`config.mk`:
```
export PLATFORM = sky130hd
export DESIGN_NAME = serial_adder_flat
export DESIGN_NICKNAME = d
export VERILOG_FILES = /design/src/rtl/serial_adder_if.sv /design/src/rtl/serial_adder.sv /design/src/flat_wrapper.sv
export SDC_FILE = /design/constraint.sdc
export NUM_CORES = 1
export LEC_CHECK = 0
export CORE_MARGIN = 2
export CORE_UTILIZATION = 47
export DETAILED_ROUTE_END_ITERATION = 7
export GPL_TIMING_DRIVEN = 0
export MAX_ROUTING_LAYER = met4
export PLACE_DENSITY = 0.81
export SYNTH_ARGS = -nofsm -noshare
export SYNTH_HDL_FRONTEND = slang
export SYNTH_SLANG_ARGS = --single-unit
export TNS_END_PERCENT = 1
```
`constraint.sdc`:
```
create_clock -name clk -period 1.44 [get_ports clk]
set_input_delay 0.144 -clock clk [delete_from_list [all_inputs] [get_ports clk]]
set_output_delay 0.144 -clock clk [all_outputs]
set_load 0.1 [all_outputs]
```
`src/rtl/serial_adder_if.sv`:
```
// Operand/result bundle between a controlling FSM (master) and the serial adder (slave).
interface serial_adder_if #(
  parameter int WIDTH = 8
);
  logic             start;
  logic             sub;
  logic [WIDTH-1:0] a;
  logic [WIDTH-1:0] b;
  logic             cin;
  logic             busy;
  logic             done;
  logic [WIDTH-1:0] sum;
  logic             cout;
  logic             ovf;

  modport master (
    output start, sub, a, b, cin,
    input  busy, done, sum, cout, ovf
  );

  modport slave (
    input  start, sub, a, b, cin,
    output busy, done, sum, cout, ovf
  );
endinterface

```
`src/rtl/serial_adder.sv`:
```
// Multi-cycle add/subtract, DIGIT bits per clock through a registered carry.
// start->done takes WIDTH/DIGIT+1 edges; start is only honoured in IDLE (no queueing).
module serial_adder #(
  parameter int WIDTH = 8,
  parameter int DIGIT = 1
) (
  input logic          clk,
  input logic          rst,
  serial_adder_if.slave bus
);
  localparam int N  = WIDTH / DIGIT;
  localparam int CW = (N > 1) ? $clog2(N) : 1;

  typedef enum logic [1:0] {IDLE, RUN, DONE} state_t;

  state_t           state;
  logic [WIDTH-1:0] a_sh;
  logic [WIDTH-1:0] b_sh;
  logic [WIDTH-1:0] res_sh;
  logic             carry;
  logic             a_msb;
  logic             b_msb;
  logic [CW-1:0]    cnt;
  logic             busy;
  logic             done;
  logic [WIDTH-1:0] sum;
  logic             cout;
  logic             ovf;

  logic [DIGIT:0]   dsum;
  logic [WIDTH-1:0] res_next;
  logic             ovf_next;

  assign dsum     = {1'b0, a_sh[DIGIT-1:0]} + {1'b0, b_sh[DIGIT-1:0]} + (DIGIT+1)'(carry);
  // New digit enters at the MSB end so the full result lines up after N steps.
  assign res_next = (res_sh >> DIGIT) | (WIDTH'(dsum[DIGIT-1:0]) << (WIDTH - DIGIT));
  assign ovf_next = (a_msb == b_msb) && (res_next[WIDTH-1] != a_msb);

  always_ff @(posedge clk) begin
    if (rst) begin
      state  <= IDLE;
      a_sh   <= '0;
      b_sh   <= '0;
      res_sh <= '0;
      carry  <= 1'b0;
      a_msb  <= 1'b0;
      b_msb  <= 1'b0;
      cnt    <= '0;
      busy   <= 1'b0;
      done   <= 1'b0;
      sum    <= '0;
      cout   <= 1'b0;
      ovf    <= 1'b0;
    end else begin
      case (state)
        IDLE: begin
          done <= 1'b0;
          if (bus.start) begin
            a_sh  <= bus.a;
            b_sh  <= bus.b ^ {WIDTH{bus.sub}};
            carry <= bus.sub | bus.cin;
            a_msb <= bus.a[WIDTH-1];
            b_msb <= bus.b[WIDTH-1] ^ bus.sub;
            cnt   <= '0;
            busy  <= 1'b1;
            state <= RUN;
          end
        end
        RUN: begin
          a_sh   <= a_sh >> DIGIT;
          b_sh   <= b_sh >> DIGIT;
          res_sh <= res_next;
          carry  <= dsum[DIGIT];
          cnt    <= cnt + CW'(1);
          if (cnt == CW'(N - 1)) begin
            sum   <= res_next;
            cout  <= dsum[DIGIT];
            ovf   <= ovf_next;
            busy  <= 1'b0;
            done  <= 1'b1;
            state <= DONE;
          end
        end
        DONE: begin
          done  <= 1'b0;
          state <= IDLE;
        end
        default: state <= IDLE;
      endcase
    end
  end

  assign bus.busy = busy;
  assign bus.done = done;
  assign bus.sum  = sum;
  assign bus.cout = cout;
  assign bus.ovf  = ovf;
endmodule

```
`src/flat_wrapper.sv`:
```
// flat-port wrapper written by rule: the top's interface ports become plain ports
module serial_adder_flat 
#(
  parameter int WIDTH = 8,
  parameter int DIGIT = 1
)
  (clk, rst, bus_start, bus_sub, bus_a, bus_b, bus_cin, bus_busy, bus_done, bus_sum, bus_cout, bus_ovf);
  serial_adder_if #(.WIDTH(WIDTH)) bus_i ();
  input logic clk;
  input logic rst;
  input wire logic [$bits(bus_i.start)-1:0] bus_start;
  input wire logic [$bits(bus_i.sub)-1:0] bus_sub;
  input wire logic [$bits(bus_i.a)-1:0] bus_a;
  input wire logic [$bits(bus_i.b)-1:0] bus_b;
  input wire logic [$bits(bus_i.cin)-1:0] bus_cin;
  output wire logic [$bits(bus_i.busy)-1:0] bus_busy;
  output wire logic [$bits(bus_i.done)-1:0] bus_done;
  output wire logic [$bits(bus_i.sum)-1:0] bus_sum;
  output wire logic [$bits(bus_i.cout)-1:0] bus_cout;
  output wire logic [$bits(bus_i.ovf)-1:0] bus_ovf;
  assign bus_i.start = bus_start;
  assign bus_i.sub = bus_sub;
  assign bus_i.a = bus_a;
  assign bus_i.b = bus_b;
  assign bus_i.cin = bus_cin;
  assign bus_busy = bus_i.busy;
  assign bus_done = bus_i.done;
  assign bus_sum = bus_i.sum;
  assign bus_cout = bus_i.cout;
  assign bus_ovf = bus_i.ovf;
  serial_adder #(.WIDTH(WIDTH), .DIGIT(DIGIT)) u_core (.clk(clk), .rst(rst), .bus(bus_i));
endmodule
```
# Word level (Yosys, flattened, before mapping)
# Index checks and enable logic that the tools add are counted.
dict set report classes {
  addsub 3
  n_eq_ne 7
  n_reduce_logical 11
  mux 16
  n_bitwise 4
}
# op count
set ops {}
lappend ops {{8-bit case mux with 2 select lines} 2}
lappend ops {{8-bit two-way mux} 2}
lappend ops {{2-bit AND reduction} 5}
lappend ops {{7-bit by 8-bit OR with 8-bit output} 1}
lappend ops {{8-bit bitwise XOR} 1}
lappend ops {{1-bit case mux with 2 select lines} 3}
lappend ops {{3-bit case mux with 2 select lines} 1}
lappend ops {{1-bit two-way mux} 4}
lappend ops {{2-bit two-way mux} 2}
lappend ops {{2-bit case mux with 2 select lines} 1}
lappend ops {{2-bit nonzero test} 2}
lappend ops {{3-bit by 1-bit adder with 3-bit output, second input constant} 1}
lappend ops {{3-bit equality test, second input constant} 1}
lappend ops {{3-bit two-way mux} 1}
lappend ops {{3-bit AND reduction} 1}
lappend ops {{1-bit by 1-bit adder with 2-bit output} 1}
lappend ops {{2-bit by 1-bit adder with 2-bit output} 1}
lappend ops {{2-bit by 1-bit equality test with 1-bit output, second input constant} 1}
lappend ops {{2-bit equality test, second input constant} 1}
lappend ops {{2-bit zero test} 1}
lappend ops {{2-bit by 1-bit != test with 1-bit output, second input constant} 1}
lappend ops {{2-bit != test, second input constant} 1}
lappend ops {{2-bit OR reduction} 1}
lappend ops {{1-bit equality test} 1}
lappend ops {{4 further kinds} 4}
dict set report word_totals {
  out_inout_bits 12
  register_bits 44
  in_bits 21
}

# Depth between registers and ports, before layout
dict set report logic_depth {
  depth_word 5
  mapped_depth 6
  mapped_depth_nobuf 5
}

# Least setup slack after synthesis
# No wires, ideal clock.
dict set report synth_timing {
  path_kind {register to register}
  startpoint {register u_core.carry}
  endpoint {register u_core.ovf, in the netlist u_core.bus.ovf}
  stages_incl_launch_ff 5
  setup_time_ns 0.131
  arrival_time_ns 1.316
  setup_slack_ns -0.007
  required_time_ns 1.309
  path_cell_list {dfxtp_1 fa_1 and3b_1 a211oi_1 nor3_1}
}
dict set report synth_via {
  elab_chain_len 4
}
# item line_no
set synth_lines {}
lappend synth_lines {{from (decl)} serial_adder.sv:20} ;# logic carry;
lappend synth_lines {{from (signal assigned)} serial_adder.sv:61} ;# carry <= bus.sub | bus.cin;
lappend synth_lines {{from (signal assigned)} serial_adder.sv:73} ;# carry <= dsum[DIGIT];
lappend synth_lines {{2-bit by 1-bit adder with 2-bit output} serial_adder.sv:34} ;# assign dsum = {1'b0, a_sh[DIGIT-1:0]} + {1'b0, b_sh[DIGIT-1:0]} + (DIGIT+1)'(carry);
lappend synth_lines {{net u_core.dsum[0]} serial_adder.sv:30} ;# logic [DIGIT:0] dsum;
lappend synth_lines {{7-bit by 8-bit OR with 8-bit output} serial_adder.sv:36} ;# assign res_next = (res_sh >> DIGIT) | (WIDTH'(dsum[DIGIT-1:0]) << (WIDTH - DIGIT));
lappend synth_lines {{1-bit != test} serial_adder.sv:37} ;# assign ovf_next = (a_msb == b_msb) && (res_next[WIDTH-1] != a_msb);
lappend synth_lines {{1-bit logical AND} serial_adder.sv:37}
lappend synth_lines {{to (signal assigned)} serial_adder.sv:78} ;# ovf <= ovf_next;
lappend synth_lines {{to (decl)} serial_adder.sv:28} ;# logic ovf;
# The timed path passes the listed nets, and every way through them passes these cells.
# A chain may end at the register's enable or synchronous reset.

# Worst setup path in the final report
# Ends and elaborated chain as after synthesis.

==> summary.md <==
| Metric | Value |
|---|---|
| Number of flops mapped to enable cells by yosys | `0` |
| Worst Path Class, Setup | `register to register` |
| Via count | `1663` |
| DRT Wirelength | `3.94 mm` |
| Drt first-iter violations | `around 170` |
| Final Hold Viols | `0` |
| Setup crit end | `u_core.bus.ovf$_SDFFE_PP0P_` |
| Clk network pwr share | `32.5%` |
| Initial core utilization | `between 40 and 50%` |
| Maximum fanout count along the critical path | `4` |
| H-tree levels | `2` |
| Met3 usage | `5.00%` |
| R2R Path End | `u_core.bus.ovf$_SDFFE_PP0P_` |
| Cell area after synthesis | `1900 µm²` |
| Initial antenna violation count | `0` |
| Cells after synthesis | `~220` |
| Syn Nets | `245` |
| Gate power share | `approximately 14%` |
| VDD IR max | `685 µV` |
| GR Overflow Total | `0` |
| Area Overhead vs Synth | `24.4%` |
| Worst-path clk slew | `90 ps` |
| Synth warn | `0` |
| Relative slew slack | `a little under two thirds` |
| Via density | `5.40` |
| CTS tree | `yes` |
| Worst clock skew | `7.99 ps` |
| Fillers | `349` |
| Int Pwr | `1.76 mW` |
| Worst reg2reg setup slack | `-70 ps` |
| Top FF cell, synth | `dfxtp_1` |
| M1 GR Usage | `23.7%` |
| GR peak layer | `met2` |
| CTS Sinks | `43` |
| FFs w/ async S/R, synth | `0%` |
| RSZ-0062 raised after global routing | `yes` |
| Hold WC Path Type | `primary input to register` |
| LEAKAGE | `0.868 nW` |
| Grt met2 use | `between 30 and 40%` |
| Site row count | `23` |
| Min Tclk post-route | `1510 ps` |
| Post-synth top area share | `45.2%` |
| Yosys top cell by area | `dfxtp_1` |
| Vias in the first global route | `between 1000 and 1500` |
| Sw frac | `between 20% and 30%` |
| Ant diodes | `0` |
| Slew Limit Fails | `0` |
| DRC violations left | `0` |
| Most frequent cells after synthesis | `dfxtp_1 (43), nand2_1 (36), a21oi_1 (33)` |
| Synth cell types | `31` |
| Final GP Congestion | `0.804` |
| Largest net degree at the start of global routing | `16` |
| Failing checks | `negative setup slack` |
| Root Driver | `clkbuf_8` |
| Wire per inst | `12.8 µm` |
| CP Launch Type | `register` |
| CP arrival | `approximately 1700 ps` |
| Post-synthesis sequential area ratio | `45.2%` |
| Drt pass-1 iters | `4` |
| Worst-Margin Slew | `~550 ps` |
| FMAX | `664 MHz` |
| Ranking of synthesized cells by area | `dfxtp_1 (45%), a21oi_1 (8.7%), nand2_1 (7.1%), nor2_1 (4.9%), o221a_2 (4.1%)` |
| Avg Inst Size Synth | `8.62 µm²` |
| Total power | `between 2 and 2.5 mW` |
| Reported max-cap violation count | `0` |
| Final worst slack | `-65.7 ps` |
| Worst Setup End Kind | `register` |
| Ports | `33` |
| Clk Latency, worst-skew pair | `300 ps` |
| Die area | `4580 µm²` |
| CTS max path bufs | `2` |
| First-pass GRT wire length | `roughly 6.6 mm` |
| Share of layout cells above drive strength 1 | `18.2%` |
| Core area | `3940 µm²` |
| Number of I/O port buffers | `29` |
| Final setup violation count | `1` |
| Most frequent cell after synthesis | `dfxtp_1` |
| Die Y | `67.7 µm` |
| Sw power | `0.663 mW` |
| Die X | `67.7 µm` |
| Outcome | `finished with violations` |
| Sequential Power Share | `53.1%` |
| CP Launch Point | `u_core.carry$_SDFFE_PP0P_` |
| PD cells | `1020 nW/µm²` |
| Gr usage total | `19.6%` |
| Hold buffer count at cts | `0` |
| Post-DRT Antenna Nets | `0` |
| Period utilization | `105%` |
| Post-synthesis register bit count | `43` |
| Post-CTS Setup Bufs | `0` |
| Cts bufs inserted | `5` |
| Path depth of the worst reg2reg path | `4` |
| Post-DP HPWL | `2.86 mm` |
| Worst endpoint required time | `1610 ps` |
| Nets | `281` |
| DP Worst Slack | `-166 ps` |
| Reg2reg start | `u_core.carry$_SDFFE_PP0P_` |
==> cell type report <==
class | count | area [µm²] | share of cell area [%]
Clock buffer | 5 | 68.8 | 2.90
Clock inverter | 3 | 23.8 | 1.00
Buffer | 18 | 123 | 5.17
Timing Repair Buffer | 29 | 299 | 12.6
Tap cell | 50 | 62.6 | 2.64
Inverter | 10 | 37.5 | 1.58
Multi-Input combinational cell | 150 | 893 | 37.7
Sequential cell | 43 | 862 | 36.4
==> critical path: stages, from the launching register on <==
cell      delay, ps
dfxtp_2         340
fa_2            620
and3b_1         200
a211oi_2        150
nor3_1           70
==> layer usage <==
metal  share of wire (%)  up-vias
li1                    -      830
met4                 1.2        0
met3                 4.9        5
met2                  50       41
met1                  44      787
met5                   0        -
==> state kept, by name, summed over array words and instances (netlist names) <==
signal / cells
u_core.carry: 1
u_core.res_sh: 7
u_core.a_sh: 8
u_core.bus.sum: 8
u_core.bus.busy: 1
u_core.cnt: 3
u_core.b_msb: 1
u_core.bus.ovf: 1
u_core.b_sh: 8
u_core.state: 2
u_core.bus.done: 1
u_core.bus.cout: 1
u_core.a_msb: 1
==> how the worst min path moves through the flow <==
| stage | startpoint | to | slack, ps | cells after the start |
|---|---|---|---|---|
| finish | rst | u_core.a_sh[2]$_SDFFE_PP0P_ | 240 | 3 |
| global route | bus_sub | u_core.b_sh[5]$_SDFFE_PP0P_ | 260 | 3 |
| CTS | rst | u_core.a_sh[0]$_SDFFE_PP0P_ | 230 | 3 |
| detailed placement | u_core.bus.sum[4]$_SDFFE_PP0P_ | u_core.bus.sum[4]$_SDFFE_PP0P_ | 450 | 2 |
| global placement | u_core.res_sh[1]$_SDFFE_PP0P_ | u_core.bus.sum[0]$_SDFFE_PP0P_ | 440 | 2 |
| floorplan | bus_a[7] | u_core.a_msb$_SDFFE_PP0P_ | 290 | 2 |
==> power groups by stage <==
stage                     logic, mW  registers, mW  clock network, mW
final                         0.351           1.29              0.788
after detailed placement      0.349           1.31                  0
after global routing          0.389           1.29              0.834
after CTS                     0.353           1.29              0.796
after global placement        0.340           1.31                  0
after floorplan               0.230           1.32                  0
==> cell usage in the layout (no fill, tap or decap), types with 2 or more instances in the layout <==
cell and instances:
a21oi_1 33, a22oi_1 10, and3b_1 2, buf_2 2, buf_4 7, buf_6 3
clkbuf_1 4, clkbuf_8 5, clkdlybuf4s15_2 11, clkdlybuf4s50_1 17, clkinvlp_4 2, dfxtp_1 42
ha_1 2, inv_1 10, mux2i_1 3, nand2_1 36, nand2b_2 2, nand3b_1 2
nor2_1 25, nor2b_1 2, o21ai_0 2, o221a_2 7, o22ai_1 7, xnor2_1 7
==> what timing repair did <==
item,CTS,global route
pin swaps,1,1
cloned,0,0
gates resized for setup,37,2
setup endpoints to repair,13,11
==> cells by family after synthesis <==
group           Yosys count  synth area share, %
mux                       3                 1.58
simple gates             71                 16.6
flops                    43                 45.2
fa+ha+maj                 3                 2.37
compound gates           65                 22.3
xor+xnor                  8                 3.68
buf+inv                  28                 8.28
==> metrics by stage <==
step                setup TNS (ps)  instance area [µm²]  util (%)  instances  hold slack, ps
floorplan                        0                 1910         -        221             291
global placement             -1770                 2260      57.4        300             441
detailed placement           -1850                 2260      57.4        300             447
CTS                           -232                 2370      60.2        308             235
global route                  -438                 2370      60.1        308             258
finish                       -65.7                 2370      60.1        308             241
(Power assumes the default switching activity.)
